--- src/rtl/alu_pkg.sv ---
// =============================================================================
// alu_pkg : shared widths, ALU function codes and issue-controller states
// Rev 1.0 : initial release
// =============================================================================
`default_nettype none

package alu_pkg;

  localparam int REG_DATA_WIDTH_DEF    = 16;
  localparam int ALU_CONTROL_WIDTH_DEF = 4;

  localparam logic [3:0] ADD = 4'b1111;
  localparam logic [3:0] SUB = 4'b1110;
  localparam logic [3:0] AND = 4'b1101;
  localparam logic [3:0] OR  = 4'b1100;
  localparam logic [3:0] MUL = 4'b0001;
  localparam logic [3:0] DIV = 4'b0010;
  localparam logic [3:0] SLL = 4'b1010;
  localparam logic [3:0] SLR = 4'b1011;
  localparam logic [3:0] ROL = 4'b1001;
  localparam logic [3:0] ROR = 4'b1000;
  localparam logic [3:0] NOP = 4'b0000;

  typedef enum logic [1:0] {
    IDLE  = 2'd0,
    DRIVE = 2'd1,
    RESP  = 2'd2
  } issue_state_e;

endpackage

`default_nettype wire

--- src/rtl/alu_issue_ctrl_if.sv ---
// =============================================================================
// alu_issue_ctrl_if : request, ALU-port and response bundle of alu_issue_ctrl
// Rev 1.0 : initial release
// =============================================================================
`default_nettype none

interface alu_issue_ctrl_if #(
  parameter int REG_DATA_WIDTH    = 16,
  parameter int ALU_CONTROL_WIDTH = 4
);
  logic                         req_valid;
  logic                         req_ready;
  logic [REG_DATA_WIDTH-1:0]    req_a;
  logic [REG_DATA_WIDTH-1:0]    req_b;
  logic [ALU_CONTROL_WIDTH-1:0] req_op;
  logic [REG_DATA_WIDTH-1:0]    alu_a;
  logic [REG_DATA_WIDTH-1:0]    alu_b;
  logic [ALU_CONTROL_WIDTH-1:0] alu_control;
  logic [REG_DATA_WIDTH-1:0]    alu_r;
  logic [REG_DATA_WIDTH-1:0]    alu_s;
  logic                         alu_exc;
  logic                         rsp_valid;
  logic                         rsp_ready;
  logic [REG_DATA_WIDTH-1:0]    rsp_r;
  logic [REG_DATA_WIDTH-1:0]    rsp_s;
  logic                         rsp_exc;
  logic                         busy;

  // Issue-controller side
  modport slave (
    input  req_valid, req_a, req_b, req_op, alu_r, alu_s, alu_exc, rsp_ready,
    output req_ready, alu_a, alu_b, alu_control, rsp_valid, rsp_r, rsp_s,
           rsp_exc, busy
  );

  // Control unit / ALU / consumer side
  modport master (
    output req_valid, req_a, req_b, req_op, alu_r, alu_s, alu_exc, rsp_ready,
    input  req_ready, alu_a, alu_b, alu_control, rsp_valid, rsp_r, rsp_s,
           rsp_exc, busy
  );

endinterface

`default_nettype wire

--- src/rtl/alu_issue_ctrl.sv ---
// =============================================================================
// alu_issue_ctrl : registers ALU operands, waits SETTLE_CYCLES, captures result
// Optional: ALU_STICKY_EXC_EN adds exc_clr / exc_sticky
// Rev 1.0 : initial release
// =============================================================================
`default_nettype none

module alu_issue_ctrl
  import alu_pkg::*;
#(
  parameter int REG_DATA_WIDTH    = REG_DATA_WIDTH_DEF,
  parameter int ALU_CONTROL_WIDTH = ALU_CONTROL_WIDTH_DEF,
  parameter int SETTLE_CYCLES     = 1
) (
  input  logic clk,
  input  logic rst,
`ifdef ALU_STICKY_EXC_EN
  input  logic exc_clr,
  output logic exc_sticky,
`endif
  alu_issue_ctrl_if.slave bus
);

  localparam int CNT_W = (SETTLE_CYCLES > 1) ? $clog2(SETTLE_CYCLES) : 1;
  localparam logic [CNT_W-1:0] CNT_LOAD = CNT_W'(SETTLE_CYCLES - 1);

  issue_state_e                 state_q, state_d;
  logic [CNT_W-1:0]             cnt_q, cnt_d;
  logic [REG_DATA_WIDTH-1:0]    alu_a_q, alu_a_d;
  logic [REG_DATA_WIDTH-1:0]    alu_b_q, alu_b_d;
  logic [ALU_CONTROL_WIDTH-1:0] alu_control_q, alu_control_d;
  logic [REG_DATA_WIDTH-1:0]    rsp_r_q, rsp_r_d;
  logic [REG_DATA_WIDTH-1:0]    rsp_s_q, rsp_s_d;
  logic                         rsp_exc_q, rsp_exc_d;

  logic div_by_zero;
  logic rsp_hs;

  assign div_by_zero = (bus.req_op == ALU_CONTROL_WIDTH'(DIV)) && (bus.req_b == '0);
  assign rsp_hs      = (state_q == RESP) && bus.rsp_ready;

  always_comb begin
    state_d       = state_q;
    cnt_d         = cnt_q;
    alu_a_d       = alu_a_q;
    alu_b_d       = alu_b_q;
    alu_control_d = alu_control_q;
    rsp_r_d       = rsp_r_q;
    rsp_s_d       = rsp_s_q;
    rsp_exc_d     = rsp_exc_q;
    case (state_q)
      IDLE: begin
        if (bus.req_valid) begin
          if (div_by_zero) begin
            // Answer locally; the ALU is never driven with this request.
            rsp_r_d   = '0;
            rsp_s_d   = '0;
            rsp_exc_d = 1'b1;
            state_d   = RESP;
          end else begin
            alu_a_d       = bus.req_a;
            alu_b_d       = bus.req_b;
            alu_control_d = bus.req_op;
            cnt_d         = CNT_LOAD;
            state_d       = DRIVE;
          end
        end
      end
      DRIVE: begin
        if (cnt_q == '0) begin
          rsp_r_d   = bus.alu_r;
          rsp_s_d   = bus.alu_s;
          rsp_exc_d = bus.alu_exc;
          state_d   = RESP;
        end else begin
          cnt_d = cnt_q - 1'b1;
        end
      end
      RESP: begin
        if (bus.rsp_ready) begin
          alu_control_d = ALU_CONTROL_WIDTH'(NOP);
          state_d       = IDLE;
        end
      end
      default: state_d = IDLE;
    endcase
  end

  always_ff @(posedge clk) begin
    if (!rst) begin
      state_q       <= IDLE;
      cnt_q         <= '0;
      alu_a_q       <= '0;
      alu_b_q       <= '0;
      alu_control_q <= '0;
      rsp_r_q       <= '0;
      rsp_s_q       <= '0;
      rsp_exc_q     <= 1'b0;
    end else begin
      state_q       <= state_d;
      cnt_q         <= cnt_d;
      alu_a_q       <= alu_a_d;
      alu_b_q       <= alu_b_d;
      alu_control_q <= alu_control_d;
      rsp_r_q       <= rsp_r_d;
      rsp_s_q       <= rsp_s_d;
      rsp_exc_q     <= rsp_exc_d;
    end
  end

  assign bus.req_ready   = (state_q == IDLE);
  assign bus.busy        = (state_q != IDLE);
  assign bus.rsp_valid   = (state_q == RESP);
  assign bus.alu_a       = alu_a_q;
  assign bus.alu_b       = alu_b_q;
  assign bus.alu_control = alu_control_q;
  assign bus.rsp_r       = rsp_r_q;
  assign bus.rsp_s       = rsp_s_q;
  assign bus.rsp_exc     = rsp_exc_q;

`ifdef ALU_STICKY_EXC_EN
  logic exc_sticky_q, exc_sticky_d;

  // Set takes priority over a simultaneous clear.
  always_comb begin
    exc_sticky_d = exc_sticky_q;
    if (rsp_hs && rsp_exc_q) begin
      exc_sticky_d = 1'b1;
    end else if (exc_clr) begin
      exc_sticky_d = 1'b0;
    end
  end

  always_ff @(posedge clk) begin
    if (!rst) begin
      exc_sticky_q <= 1'b0;
    end else begin
      exc_sticky_q <= exc_sticky_d;
    end
  end

  assign exc_sticky = exc_sticky_q;
`else
  logic unused_hs;
  assign unused_hs = rsp_hs;
`endif

endmodule

`default_nettype wire

--- src/flat_wrapper.sv ---
// flat-port wrapper written by rule: the top's interface ports become plain ports
module alu_issue_ctrl_flat import alu_pkg::*;
#(
  parameter int REG_DATA_WIDTH    = REG_DATA_WIDTH_DEF,
  parameter int ALU_CONTROL_WIDTH = ALU_CONTROL_WIDTH_DEF,
  parameter int SETTLE_CYCLES     = 1
)
  (clk, rst, bus_req_valid, bus_req_a, bus_req_b, bus_req_op, bus_alu_r, bus_alu_s, bus_alu_exc, bus_rsp_ready, bus_req_ready, bus_alu_a, bus_alu_b, bus_alu_control, bus_rsp_valid, bus_rsp_r, bus_rsp_s, bus_rsp_exc, bus_busy);
  alu_issue_ctrl_if #(.REG_DATA_WIDTH(REG_DATA_WIDTH), .ALU_CONTROL_WIDTH(ALU_CONTROL_WIDTH)) bus_i ();
  input  logic clk;
  input  logic rst;
  input wire logic [$bits(bus_i.req_valid)-1:0] bus_req_valid;
  input wire logic [$bits(bus_i.req_a)-1:0] bus_req_a;
  input wire logic [$bits(bus_i.req_b)-1:0] bus_req_b;
  input wire logic [$bits(bus_i.req_op)-1:0] bus_req_op;
  input wire logic [$bits(bus_i.alu_r)-1:0] bus_alu_r;
  input wire logic [$bits(bus_i.alu_s)-1:0] bus_alu_s;
  input wire logic [$bits(bus_i.alu_exc)-1:0] bus_alu_exc;
  input wire logic [$bits(bus_i.rsp_ready)-1:0] bus_rsp_ready;
  output wire logic [$bits(bus_i.req_ready)-1:0] bus_req_ready;
  output wire logic [$bits(bus_i.alu_a)-1:0] bus_alu_a;
  output wire logic [$bits(bus_i.alu_b)-1:0] bus_alu_b;
  output wire logic [$bits(bus_i.alu_control)-1:0] bus_alu_control;
  output wire logic [$bits(bus_i.rsp_valid)-1:0] bus_rsp_valid;
  output wire logic [$bits(bus_i.rsp_r)-1:0] bus_rsp_r;
  output wire logic [$bits(bus_i.rsp_s)-1:0] bus_rsp_s;
  output wire logic [$bits(bus_i.rsp_exc)-1:0] bus_rsp_exc;
  output wire logic [$bits(bus_i.busy)-1:0] bus_busy;
  assign bus_i.req_valid = bus_req_valid;
  assign bus_i.req_a = bus_req_a;
  assign bus_i.req_b = bus_req_b;
  assign bus_i.req_op = bus_req_op;
  assign bus_i.alu_r = bus_alu_r;
  assign bus_i.alu_s = bus_alu_s;
  assign bus_i.alu_exc = bus_alu_exc;
  assign bus_i.rsp_ready = bus_rsp_ready;
  assign bus_req_ready = bus_i.req_ready;
  assign bus_alu_a = bus_i.alu_a;
  assign bus_alu_b = bus_i.alu_b;
  assign bus_alu_control = bus_i.alu_control;
  assign bus_rsp_valid = bus_i.rsp_valid;
  assign bus_rsp_r = bus_i.rsp_r;
  assign bus_rsp_s = bus_i.rsp_s;
  assign bus_rsp_exc = bus_i.rsp_exc;
  assign bus_busy = bus_i.busy;
  alu_issue_ctrl #(.REG_DATA_WIDTH(REG_DATA_WIDTH), .ALU_CONTROL_WIDTH(ALU_CONTROL_WIDTH), .SETTLE_CYCLES(SETTLE_CYCLES)) u_core (.clk(clk), .rst(rst), .bus(bus_i));
endmodule
--- config.mk ---
export PLATFORM = sky130hd
export DESIGN_NAME = alu_issue_ctrl_flat
export DESIGN_NICKNAME = d
export VERILOG_FILES = /design/src/rtl/alu_pkg.sv /design/src/rtl/alu_issue_ctrl_if.sv /design/src/rtl/alu_issue_ctrl.sv /design/src/flat_wrapper.sv
export SDC_FILE = /design/constraint.sdc
export NUM_CORES = 1
export LEC_CHECK = 0
export BUFFER_PORTS_ARGS = -buffer_cell sky130_fd_sc_hd__buf_2
export CAP_MARGIN = 0
export CORE_ASPECT_RATIO = 0.6
export CORE_MARGIN = 2
export CORE_UTILIZATION = 45
export CTS_BUF_LIST = sky130_fd_sc_hd__clkbuf_16
export CTS_CLUSTER_DIAMETER = 200
export DETAILED_ROUTE_END_ITERATION = 8
export PLACE_DENSITY = 0.79
export SKIP_CTS_REPAIR_TIMING = 1
export SYNTH_ARGS = -nofsm -noshare
export SYNTH_HDL_FRONTEND = slang
export SYNTH_SLANG_ARGS = --single-unit
--- constraint.sdc ---
create_clock -name clk -period 1.85 [get_ports clk]
set_input_delay 0.0925 -clock clk [delete_from_list [all_inputs] [get_ports clk]]
set_output_delay 0.0925 -clock clk [all_outputs]
set_load 0.03 [all_outputs]
==> key figures <==
STA
  • Worst slew pin tran: 0.5376 ns
  • Setup-failing EPs final: 0
  • Upper clock frequency limit: 659.5 MHz
  • Slew headroom: 0.6416
  • Hold Vio Cnt, Final: 10
  • Setup tns final: 0 ns
  • Fin. max-slew vios: 0
  • Tmin final: 1.516 ns
  • Final period util: 0.8196
  • Hold Worst Slack: -0.006588 ns
  • RSZ-0062 raised after global routing: no
  • Max Clock Skew: 0.006971 ns

Detailed routing
  • Drt pass-1 iters: 4
  • Drt drc: 0
  • Routed vias/inst: 5.128
  • Routed vias: 2887
  • Wire per inst: 13.52 um
  • DR iter-0 viols: 157
  • Final Routed Wirelength: 7614 um
  • Post-route ant nets: 0

Clock tree
  • Clock latency on the worst-skew pair: 0.32 ns
  • CTS root buf: clkbuf_16
  • Clock sinks: 71
  • Clock slew at reported path FFs: 0.05 ns
  • Worst-case clock buffer depth: 2
  • H-tree depth: 3
  • CTS Buf Count: 9
  • CTS tree: yes

Place
  • Hpwl dp: 5453 um
  • Buffers on Ports: 144
  • RePlAce Congestion: 0.9365
  • Dpl cell area: 3704 sq um

Floorplan
  • Starting Density: 0.4690
  • Die width: 107.5 um
  • Die Ht: 66.09 um
  • I/O pin cnt: 145
  • Die area: 7104 sq um
  • Core box area: 6166 sq um
  • Row count: 22

Pwr
  • Leak pwr: 0.001925 uW
  • Power density over the cells: 1024 nW/um^2
  • Worst vdd ir: 530.6 uV

Outcome
  • Outcome: finished with violations
  • Failing checks: hold timing

Layout
  • Net count, final: 547
  • Layout cells sized above 1: 0.3653
  • Most common cell after layout, fill and taps aside: buf_2
  • Final non-filler cell area: 4048 sq um
  • Number of antenna diodes: 0
  • Commonest cells after routing, fill and taps aside: buf_2, dfxtp_1, nand2_1
  • Synthesis-to-finish area growth: 39.98%

Logic synthesis
  • Post-synth design cell area: 2892 sq um
  • Syn_area_per_cell: 8.606 sq um
  • Synth Warn #: 0
  • Synthesized Nets: 409
  • Post-synthesis adder-cell area fraction: 0
  • Compound-Gate Fraction of Synth Area: 0.08914
  • Mux contribution to synthesized area: 0.1108
  • Simple-gate area share of the yosys netlist: 0.2501
  • Largest family of logic cells by synthesized area: simple AND/OR/NAND/NOR gates
  • Register area share after synthesis: 0.4916
  • Synthesized flop and latch total: 71
  • XOR/XNOR Fraction of Synth Area: 0
  • Library cells used by synthesis: 27
  • Post-Syn Instances: 336

Global route
  • Initial antenna violation count: 0
  • Vias in the first global route: 2628
  • Pin count of the biggest net entering global routing: 54
  • Total GRT Usage: 0.2183
  • GRT overflow: 0
  • Global-route wire length before repair: 12070 um

Worst setup path
  • Number of buffers and inverters on the critical path: 1
  • Delay-heaviest family, CP: flip-flops
  • Max incr delay on CP: 0.40 ns
  • Req. time, crit path: 2.09 ns
  • Crit. End Element: flop
  • Slowest CP cell: dfxtp_1
  • Crit-path cells: nor2_1 -> o211a_1 -> buf_12 -> mux2i_1
  • Worst path arrival time: 1.75 ns
  • Critical path class: flop to flop
  • Worst Path Max Fanout: 32
  • CP Launch Type: flop

Min path
  • Worst hold path class: input port to flop

Run
  • Max-Cap Viols: 0
-- state kept, by name (all words and copies together) (netlist names) --
| name | flops |
|---|---|
| u_core.bus.alu_a | 16 |
| u_core.bus.alu_b | 16 |
| u_core.bus.rsp_r | 16 |
| u_core.bus.rsp_s | 16 |
| u_core.bus.alu_control | 4 |
| u_core.state_q | 2 |
| u_core.bus.rsp_exc | 1 |
-- cells by family (layout without fill, tap and decap cells) --
logic type             after synthesis  count (layout)
and+or+nand+nor                    152             152
DFF                                 71              71
AOI/OAI and AO/OA                   45              45
buffers and inverters               36             179
muxes                               32              32
-- synth_stat cells --
cell type,n,area share
a21oi_1,1,0.0017
and3b_1,1,0.0030
buf_1,1,0.0013
buf_2,3,0.0052
buf_6,4,0.016
clkbuf_1,21,0.027
dfxtp_1,71,0.49
inv_1,5,0.0065
inv_2,2,0.0026
mux2i_1,32,0.11
nand2_1,67,0.087
nand2b_1,1,0.0022
nand3_1,64,0.11
nand3_2,1,0.0035
nand4_1,3,0.0065
nor2_1,4,0.0052
nor3_1,1,0.0017
nor3_2,1,0.0035
nor4_1,5,0.011
nor4_2,3,0.013
nor4b_1,1,0.0030
o2111a_1,1,0.0039
o211a_1,1,0.0035
o21a_1,4,0.010
o21ai_0,3,0.0052
o21ai_1,32,0.055
o31a_1,3,0.0091
-- final timing paths --
path / startpoint / endpoint / slack [ns] / depth (start not counted)
max reg2reg: u_core.state_q[1] / u_core.bus.alu_b[2] / 0.33 / 4
min reg2reg: u_core.bus.alu_a[12] / u_core.bus.alu_a[12] / 0.45 / 2
min: bus_alu_r[15] / u_core.bus.rsp_r[15] / -0.007 / 3
max: u_core.state_q[1] / u_core.bus.alu_b[2] / 0.33 / 4
-- metal layers --
metal / global-route usage / routed length, um / vias to the layer above
met5: 0 / 0 / -
li1: - / - / 1443
met2: 0.3420 / 3428 / 111
met1: 0.2778 / 3371 / 1322
met4: 0.08173 / 125 / 0
met3: 0.07783 / 688 / 11
-- cell type report --
type	count	area [sq um]
clock inverters	7	88.84
fillers	544	2118
well taps	84	105.1
clock buffers	9	225.2
multi-input cells	229	1310
inverters	7	26.28
repair buffers	156	870.8
flip-flops and latches	71	1421
-- power breakdown --
part / leakage [uW] / internal [uW] / switching (uW)
Combinational: 0.00119 / 241 / 446
Clock: 0.000154 / 1170 / 606
Sequential: 0.000581 / 1630 / 53.7
Total: 0.00193 / 3040 / 1110
-- metrics by stage --
step | cells | worst slack, ns | util | total power, uW
5_1_grt | 563 | 0.2469 | 0.6565 | 4337
6_report | 563 | 0.3338 | 0.6565 | 4145
4_1_cts | 560 | 0.3625 | 0.6516 | 4184
2_1_floorplan | 336 | 0.1395 | - | 2156
3_3_place_gp | 544 | 0.3154 | 0.6006 | 2380
3_5_place_dp | 544 | 0.2668 | 0.6006 | 2398
-- worst min-delay path, delay by kind of cell --
family,cells,cell delay [ns]
AND/OR/NAND/NOR,1,0.05
buffers and inverters,1,0.07
AO/OA/AOI/OAI,1,0.06
(Power assumes the default switching activity.)
